===== src/rtl/digital_lock.sv =====
// 4-bit combination lock: unlocks on the fixed secret, counts failed retries
// and latches into a permanent lockout once the retry budget is spent.
module digital_lock #(
    parameter logic [3:0] SECRET    = 4'b1010,
    parameter logic [3:0] MAX_FAILS = 4'd3
) (
    input  logic       clk,
    input  logic       reset,
    input  logic       try_again,
    input  logic [3:0] password,
    output logic       led_output
);

    typedef enum logic [1:0] {
        LOCKED    = 2'b00,
        TRY_AGAIN = 2'b01,
        UNLOCKED  = 2'b10,
        LOCKOUT   = 2'b11
    } state_t;

    state_t     state_r;
    logic [3:0] fail_cnt_r;
    logic       match_s;
    logic [3:0] fail_next_s;

    // Saturating increment: the counter stops at the lockout threshold.
    function automatic logic [3:0] sat_inc(input logic [3:0] value, input logic [3:0] limit);
        logic [3:0] result;
        if (value < limit) begin
            result = value + 4'd1;
        end else begin
            result = limit;
        end
        return result;
    endfunction

    assign match_s = (password == SECRET);

    // Failure count that would result if the current retry evaluation fails.
    always_comb begin
        fail_next_s = sat_inc(fail_cnt_r, MAX_FAILS);
    end

    // Lock FSM; the LED is registered from the next state so it tracks UNLOCKED exactly.
    always_ff @(posedge clk or posedge reset) begin
        if (reset) begin
            state_r    <= LOCKED;
            fail_cnt_r <= 4'd0;
            led_output <= 1'b0;
        end else begin
            case (state_r)
                LOCKED: begin
                    if (match_s) begin
                        state_r    <= UNLOCKED;
                        fail_cnt_r <= 4'd0;
                        led_output <= 1'b1;
                    end else if (try_again) begin
                        state_r    <= TRY_AGAIN;
                        led_output <= 1'b0;
                    end else begin
                        state_r    <= LOCKED;
                        led_output <= 1'b0;
                    end
                end
                TRY_AGAIN: begin
                    if (match_s) begin
                        state_r    <= UNLOCKED;
                        fail_cnt_r <= 4'd0;
                        led_output <= 1'b1;
                    end else begin
                        fail_cnt_r <= fail_next_s;
                        led_output <= 1'b0;
                        if (fail_next_s == MAX_FAILS) begin
                            state_r <= LOCKOUT;
                        end else begin
                            state_r <= LOCKED;
                        end
                    end
                end
                UNLOCKED: begin
                    if (match_s) begin
                        state_r    <= UNLOCKED;
                        led_output <= 1'b1;
                    end else begin
                        state_r    <= LOCKED;
                        led_output <= 1'b0;
                    end
                end
                LOCKOUT: begin
                    state_r    <= LOCKOUT;
                    led_output <= 1'b0;
                end
                default: begin
                    state_r    <= LOCKED;
                    led_output <= 1'b0;
                end
            endcase
        end
    end

endmodule


===== config.mk =====
export PLATFORM = sky130hd
export DESIGN_NAME = digital_lock
export DESIGN_NICKNAME = d
export VERILOG_FILES = /design/src/rtl/digital_lock.sv
export SDC_FILE = /design/constraint.sdc
export NUM_CORES = 1
export LEC_CHECK = 0
export CELL_PAD_IN_SITES_DETAIL_PLACEMENT = 1
export CELL_PAD_IN_SITES_GLOBAL_PLACEMENT = 1
export CORE_MARGIN = 3
export CORE_UTILIZATION = 25
export CTS_BUF_LIST = sky130_fd_sc_hd__clkbuf_8
export DETAILED_ROUTE_END_ITERATION = 8
export GPL_TIMING_DRIVEN = 0
export PLACE_DENSITY_LB_ADDON = 0.25
export SYNTH_ARGS = -nofsm -noshare
export SYNTH_HDL_FRONTEND = slang
export SYNTH_SLANG_ARGS = --single-unit

===== constraint.sdc =====
create_clock -name clk -period 1.94 [get_ports clk]
set_input_delay 0.582 -clock clk [delete_from_list [all_inputs] [get_ports clk]]
set_output_delay 0.582 -clock clk [all_outputs]
set_load 0.005 [all_outputs]

# == Word-level counts from Yosys, hierarchy flattened ==
# Cells that the tools add are included.
# W data, S select, Z words.
# word_totals
ff_bits,7
latchBits,0
ram_bits,0
mem_bits_ro,0
in_bits,7
out_inout_bits,1
wordCells,27
n_memories,0
# op_classes
n_addsub,1
multipliers,0
div,0
magnitude_cmp,1
n_eq_ne,6
n_shift,0
mux,12
n_bitwise,0
n_reduce_logical,4
# op_table
op,count
$mux W4,3
$mux W2,4
$pmux W2 S4,1
$pmux W4 S2,1
$add A4 B1 Y4 const B,1
$eq A2 B2 Y1 const B,2
$eq A4 B2 Y1 const B,1
$eq A4 B4 Y1 const B,1
$lt A4 B2 Y1 const B,1
$reduce_or A3 Y1,1
$eq A2 B1 Y1 const B,1
$logic_not A2 Y1,1
$mux W1,2
$ne A2 B2 Y1 const B,1
$pmux W1 S2,1
$reduce_and A2 Y1,1
$reduce_bool A2 Y1,1

# == Longest topological paths before layout ==
# Gate-level depths: netlist of run 1.
# depth
depth_word,6
mapped_depth,4

# == Worst setup path before layout of run 1 ==
# No wires, ideal clock.
# synth_timing
path_kind,in2reg
start,input port password[2]
end,register fail_cnt_r[1]
setup_time_ps,122
arrival_time_ps,1162
required_time_ps,1818
slack_ps,657
stages,3
path_cell_list,and4bb_2 -> o21bai_1 -> a32o_1
# synth_between
elab_chain_len,3
elab_cells_between_ends,5
cone_classes,eq/ne (2); mux (2); reduce/logical (1)
# synth_rtl
item,line_no,rtl
start: declaration,10,"input logic [3:0] password,"
$eq A4 B4 Y1 *,37,assign match_s = (password == SECRET);
$mux W4 / $ne A2 B2 Y1 (equally long branches),--,
$pmux W4 S2 / $reduce_and A2 Y1 (equally long branches),--,
end signal: assignment,71,fail_cnt_r <= fail_next_s;
end: declaration,22,logic [3:0] fail_cnt_r;
# Mark *: on every way between the ends. The rest lies on a longest branch, timed or not.
# A chain may end at the register's enable or synchronous reset.

# == Worst setup path in the final report of run 1 ==
# layout_timing
start,register led_output
end,output port led_output
# layout_rtl
item,line_no,rtl
start: declaration,11,output logic led_output
start signal: assignment,49,led_output <= 1'b0;
start signal: assignment,56,led_output <= 1'b1;
start signal: assignment,59,led_output <= 1'b0;
# No word-level cell between the ends.

==> results.toml, run 1 <==
[outcome]
outcome = "finished clean"

[route]
drc_errors = 0
drt-initial-drc-count = 1
wl_per_cell_microns = 13.2
via_count = 286
detail-route-antenna-nets = 0
firstDrtPassIters = 2
drt-total-wl_microns = 750
vias_per_cell = 5.02

[die]
start_util_pct = 28.8
dieArea_sq_um = 1850
die_w_microns = 43.0
row_count = 12
core_area_sq_um = 1190
die_h_microns = 43.0
io_pins = 8

[worst_setup_path]
crit_type = "flip-flop to primary output"
r2r_slack_ns = 0.56
path_delay_family = "buffers and inverters"
r2r_cells = 4
arrival_ns = 1.03
worst_setup_path_start_kind = "flip-flop"
critical_path_buf_inv_count = 1
critPathCaptureType = "primary output"
cp.required_ns = 1.36
r2r_start = "fail_cnt_r[0]"
crit_chain = "clkdlybuf4s50_1"
cp_max_fo = 1
slowest_delay_ns = 0.49
worstReg2RegEnd = "state_r[0]"
critPathSlowestCell = "clkdlybuf4s50_1"

[flow_run]
cap_violations = 0

[layout]
multi_input_area_sq_um = 154
fin_util_pct = 40.0
nFillCells = 138
register_area_sq_um = 175
drive_above_1_share_pct = 18.6
num_antenna_cells = 0
area_delta_synth_final_pct = 38.8
nNetsFinal = 52

[worst_hold_path]
hold_start = "fail_cnt_r[3]"
hold_depth = 1
holdPathEnd = "fail_cnt_r[3]"
min_path_type = "flip-flop to flip-flop"

[yosys]
avgSynthCellArea_sq_um = 10.7
synth-seq-area-share_pct = 51.3
synth.distinct_cells = 20
synthCells = 32
yosys_register_bits = 7
synth_top_area_share_pct = 51.3
netlist_top_cells_area = "dfrtp_1, and2_2, and4bb_2"
synth_top_cell_by_area = "dfrtp_1"
ys_warn_count = 0
synth_nets = 40
syn_area_sq_um = 342

[clock_network]
clk_latency_ns = 0.22
cts_root_buf = "clkbuf_8"
clk_pin_slew_ns = 0.04
cts_buffers = 3
cts_tree = "built"
postCtsHoldBufs = 0
cts_resized = 0
cts_sinks = 7
cts_buffer_depth = 2
postCtsSetupRepairBufs = 0
h-tree-depth = 1

[power]
p_leak_nw = 0.217
p_seq_share_pct = 33.7
switching_share_pct = 32.6
intPower_uw = 450
power_frac_clock_pct = 29.9
p_comb_share_pct = 36.4
finalPower_uw = 667
p_per_area_nw_per_um2 = 1410
power_switching_uw = 217
ir_drop_v = 0.000439

[timing]
max-slew-margin-rel_pct = 76.4
holdWs_ns = 0.497
grt_setup_unrepaired = "false"
worst_slew_pin_slew_ns = 0.351
finalCritPeriodShare_pct = 83.3
post-route-min-period_ns = 1.62
final.setup_skew_ns = 0.000599
fin_tns_setup_ns = 0
finalHoldViolations = 0
max_freq_mhz = 619
final-setup-viol-count = 0
slew_viol_final = 0

[global_routing]
grt_pass1_wl_microns = 1350
grt_max_degree = 9
busiest_layer = "met2"
grt.met3_usage_pct = 3.81
grt_pass1_vias = 350
use_met1_pct = 9.46
grtUsageTotal_pct = 10.3
overflow = 0
antenna_found_initial = 0
gr-usage-met2_pct = 17.4

[place]
portBuffers = 7
finalWeightedCongestion = 0.741
dpl.hpwl_microns = 587
cell usage in the layout (no fill, tap or decap):
master           instances
o211ai_1                 1
and2_2                   2
o22a_1                   1
nor3_1                   1
and4bb_2                 1
inv_1                    3
nand2_1                  2
nand4bb_1                1
dfrtp_1                  7
clkbuf_8                 3
nand2b_1                 1
nor2_1                   3
nor2b_1                  1
a21oi_1                  2
a32o_1                   1
clkbuf_2                 1
ha_1                     1
a21boi_2                 1
a31oi_1                  1
o21bai_1                 1
nand3_1                  1
clkdlybuf4s50_1          7
metal layers:
layer | part of all wire (%) | vias to the layer above
li1 | - | 134
met1 | 43 | 145
met2 | 51 | 7
met3 | 6.7 | 0
met4 | 0 | 0
met5 | 0 | -
cell families after synthesis:
| family | Yosys count | synth area share (%) |
|---|---|---|
| flip-flops | 7 | 51.3 |
| AND/OR/NAND/NOR | 13 | 23.4 |
| buffers and inverters | 3 | 3.66 |
| adder cells (fa/ha/maj) | 1 | 3.66 |
| AO/OA/AOI/OAI | 8 | 18.0 |
registers in the layout (all words and copies together) (netlist names):
| register | flops |
|---|---|
| led_output | 1 |
| fail_cnt_r | 4 |
| state_r | 2 |
synth_stat cells:
master and n:
dfrtp_1 7, nor2_1 3, a21oi_1 2, and2_2 2
inv_1 2, nand2_1 2, a21boi_2 1, a31oi_1 1
a32o_1 1, and4bb_2 1, clkbuf_2 1, ha_1 1
nand2b_1 1, nand3_1 1, nand4bb_1 1, nor2b_1 1
nor3_1 1, o211ai_1 1, o21bai_1 1, o22a_1 1
how the worst max path moves through the flow:
| stage | startpoint | depth (start not counted) | end | slack, ns |
|---|---|---|---|---|
| 2_1_floorplan | password[2] | 3 | fail_cnt_r[1] | 0.66 |
| 3_3_place_gp | password[2] | 4 | fail_cnt_r[1] | 0.18 |
| 3_5_place_dp | password[2] | 4 | fail_cnt_r[1] | 0.13 |
| 4_1_cts | led_output | 1 | led_output | 0.31 |
| 5_1_grt | led_output | 1 | led_output | 0.29 |
| 6_report | led_output | 1 | led_output | 0.32 |
area by class of cell:
class	instances	area share, %
clock inverters	1	0.792
inverters	2	1.58
clock buffers	3	8.71
repair buffers	7	14.8
well taps	14	3.69
multi-input cells	22	32.5
flip-flops and latches	7	36.9
plain buffers	1	1.06
power by group through the flow:
stage	logic, mW	registers [mW]	clock network, mW
floorplan	0.190	0.216	0
detailed placement	0.247	0.226	0
CTS	0.249	0.224	0.205
global placement	0.228	0.220	0
finish	0.243	0.225	0.199
global route	0.281	0.230	0.213
stage by stage:
stage               cells  instance area (sq um)  setup WS (ns)
finish                 57                    474          0.324
global placement       53                    429          0.184
detailed placement     53                    429          0.132
CTS                    57                    474          0.309
global route           57                    474          0.289
floorplan              32                    342          0.657
(Power assumes the default switching activity.)
==> run 2, diff against run 1 <==
- clock period: 1.94 -> 1.65 ns (I/O delays scaled with it)
==> results of run 2 <==
Same layout as run 1 (identical final DEF). Status: finished clean.
Main changes from that run: setup slack after placement 0.132 ns -> -0.0711 ns; setup slack after layout 0.324 ns -> 0.121 ns; register-to-register setup slack 0.56 ns -> 0.27 ns; total power 0.667 mW -> 0.784 mW; worst IR drop on VDD 0.000439 V -> 0.000516 V
==> run 3, diff against run 2 <==
- ABC_AREA: default -> 1
- CORE_AREA: default -> 3 3 40 42
- CORE_MARGIN: 3 -> default
- CORE_UTILIZATION: 25 -> default
- DIE_AREA: default -> 0 0 43 45
==> run 3 against run 2 <==
Cell area up 3.2%. Largest cell class unchanged. Routed wire length shrank 1.9%. Combinational power decreased by 15%. Highest routed layer is now met4. Worst hold slack worse by 0.0059 ns. Worst setup slack better by 0.010 ns. Sequential share of layout area decreased by 1.1 points. Synthesized cell count is 31% higher.
==> results.toml, run 3 <==
[outcome]
outcome = "finished clean"

[global_routing]
grtUsageTotal_pct = 10.6
antenna_found_initial = 0
overflow = 0
grt_pass1_vias = 327
grt_max_degree = 8
grt_pass1_wl_microns = 1410

[die]
die_h_microns = 45
io_pins = 8
die_w_microns = 43
core_area_sq_um = 1280
dieArea_sq_um = 1940
row_count = 13
start_util_pct = 27.7

[timing]
fin_tns_setup_ns = 0
grt_setup_unrepaired = "false"
final.setup_skew_ns = 0.000972
post-route-min-period_ns = 1.52
slew_viol_final = 0
finalWorstSetupSlack_ns = 0.131
final-setup-viol-count = 0
finalCritPeriodShare_pct = 92.1
worst_slew_pin_slew_ns = 0.268
max-slew-margin-rel_pct = 82.1
finalHoldViolations = 0
max_freq_mhz = 658

[layout]
num_antenna_cells = 0
area_delta_synth_final_pct = 37.7
postLayoutCellArea_sq_um = 489
largest_reg_flops = 4
nNetsFinal = 62
multi_input_area_sq_um = 146
fin_cells = 68
fin_util_pct = 38.1
regMostFlops = "fail_cnt_r"
top_regs = "fail_cnt_r (4), state_r (2), led_output (1)"
drive_above_1_share_pct = 15.1
layout_common_cells = "inv_1, nand3_1, dfrtp_1, clkdlybuf4s50_1, nand2_1"
nFillCells = 158
register_area_sq_um = 175

[yosys]
synthCells = 42
netlist_top_cells_area = "dfrtp_1, nand3_1, inv_1"
yosys.cell_count.top_type = "nand3_1"
async_flop_share_pct = 100
synth-seq-area-share_pct = 49.3
synth_commonest_cells = "nand3_1, inv_1, dfrtp_1"
synth.distinct_cells = 13
synth_top_cell_by_area = "dfrtp_1"
yosys_register_bits = 7
avgSynthCellArea_sq_um = 8.46
ys_warn_count = 0
synth-edff-count = 0
syn_area_sq_um = 355
synth_ff_type = "dfrtp_1"
synth_top_area_share_pct = 49.3
synth_nets = 50

[worst_setup_path]
slowest_delay_ns = 0.49
cp.required_ns = 1.15
critPathSlowestCell = "clkdlybuf4s50_1"
worst_setup_path_start_kind = "flip-flop"
crit_chain = "clkdlybuf4s50_1"
path_delay_family = "buffers and inverters"
cp_max_fo = 1
critical_path_buf_inv_count = 1
critPathCaptureType = "primary output"
arrival_ns = 1.02
crit_type = "flip-flop to primary output"

[clock_network]
postCtsHoldBufs = 0
cts_root_buf = "clkbuf_8"
cts_buffer_depth = 2
cts_sinks = 7
cts_buffers = 3
postCtsSetupRepairBufs = 0
cts_tree = "built"
clk_pin_slew_ns = 0.04
h-tree-depth = 1
clk_latency_ns = 0.23
cts_resized = 0

[route]
wl_per_cell_microns = 10.8
drt-initial-drc-count = 0
via_count = 300
vias_per_cell = 4.41
firstDrtPassIters = 1
drc_errors = 0
drt-total-wl_microns = 736
detail-route-antenna-nets = 0

[power]
ir_drop_v = 0.000587
p_per_area_nw_per_um2 = 1500
p_leak_nw = 0.264

[place]
place_area_sq_um = 444
portBuffers = 7
dpl.hpwl_microns = 632
finalWeightedCongestion = 0.670
pre_cts_ws_ns = 0.124
place_inst = 64

[flow_run]
cap_violations = 0

[worst_hold_path]
min_path_type = "flip-flop to flip-flop"
## run 3: changes by cell type after synthesis, moves of 2 or more
cell,previous run,this run
nand3_1,1,9
a21oi_1,2,0
nand2_1,2,6
inv_1,2,8
and2_2,2,0
## run 3: power by group
group | internal (mW) | total, mW | switching, mW
clock network | 0.161 | 0.234 | 0.0735
logic | 0.100 | 0.242 | 0.141
registers | 0.221 | 0.260 | 0.0389
total | 0.482 | 0.735 | 0.254
## run 3: cells by family (layout without fill, tap and decap cells)
family / count (synthesis) / in the layout / synth area share [%]
simple gates: 24 / 24 / 35.2
compound gates: 1 / 1 / 2.47
flops: 7 / 7 / 49.3
buf+inv: 9 / 20 / 9.51
fa+ha+maj: 1 / 1 / 3.52
## run 3: routing by layer
| metal | global-route usage (%) | up-vias | share of wire [%] |
|---|---|---|---|
| met5 | 0 | - | 0 |
| met4 | 7.23 | 0 | 2.6 |
| met3 | 4.78 | 2 | 4.6 |
| met2 | 17.4 | 5 | 55 |
| met1 | 10.8 | 140 | 38 |
| li1 | - | 153 | - |
## run 3: area by class of cell
cell class | instances | share of cell area (%)
Tap cell | 15 | 3.84
Clock inverter | 1 | 0.767
Sequential cell | 7 | 35.8
Clock buffer | 3 | 8.44
Multi-Input combinational cell | 26 | 29.9
Inverter | 9 | 6.91
Timing Repair Buffer | 7 | 14.3
## run 3: worst reg2reg max path, cell delays in order, from the launching register on
cell,delay [ns]
dfrtp_1,0.39
ha_1,0.30
inv_1,0.05
nand3_1,0.12
nand3_1,0.11
nand3_1,0.07
## run 3: metrics by stage
stage	hold WS, ns	power, mW
after floorplan	0.298	0.441
after global placement	0.485	0.507
after detailed placement	0.490	0.514
after CTS	0.497	0.758
after global routing	0.524	0.823
final	0.491	0.735
## run 3: worst paths after layout
check | start | endpoint | slack, ns | cells past startpoint
max | led_output | led_output | 0.13 | 1
min | fail_cnt_r[3] | fail_cnt_r[3] | 0.49 | 2
max reg2reg | fail_cnt_r[0] | state_r[1] | 0.50 | 5
min reg2reg | fail_cnt_r[3] | fail_cnt_r[3] | 0.49 | 2
max in group asynchronous | reset | led_output | 0.94 | 2
min in group asynchronous | reset | state_r[1] | 0.50 | 2
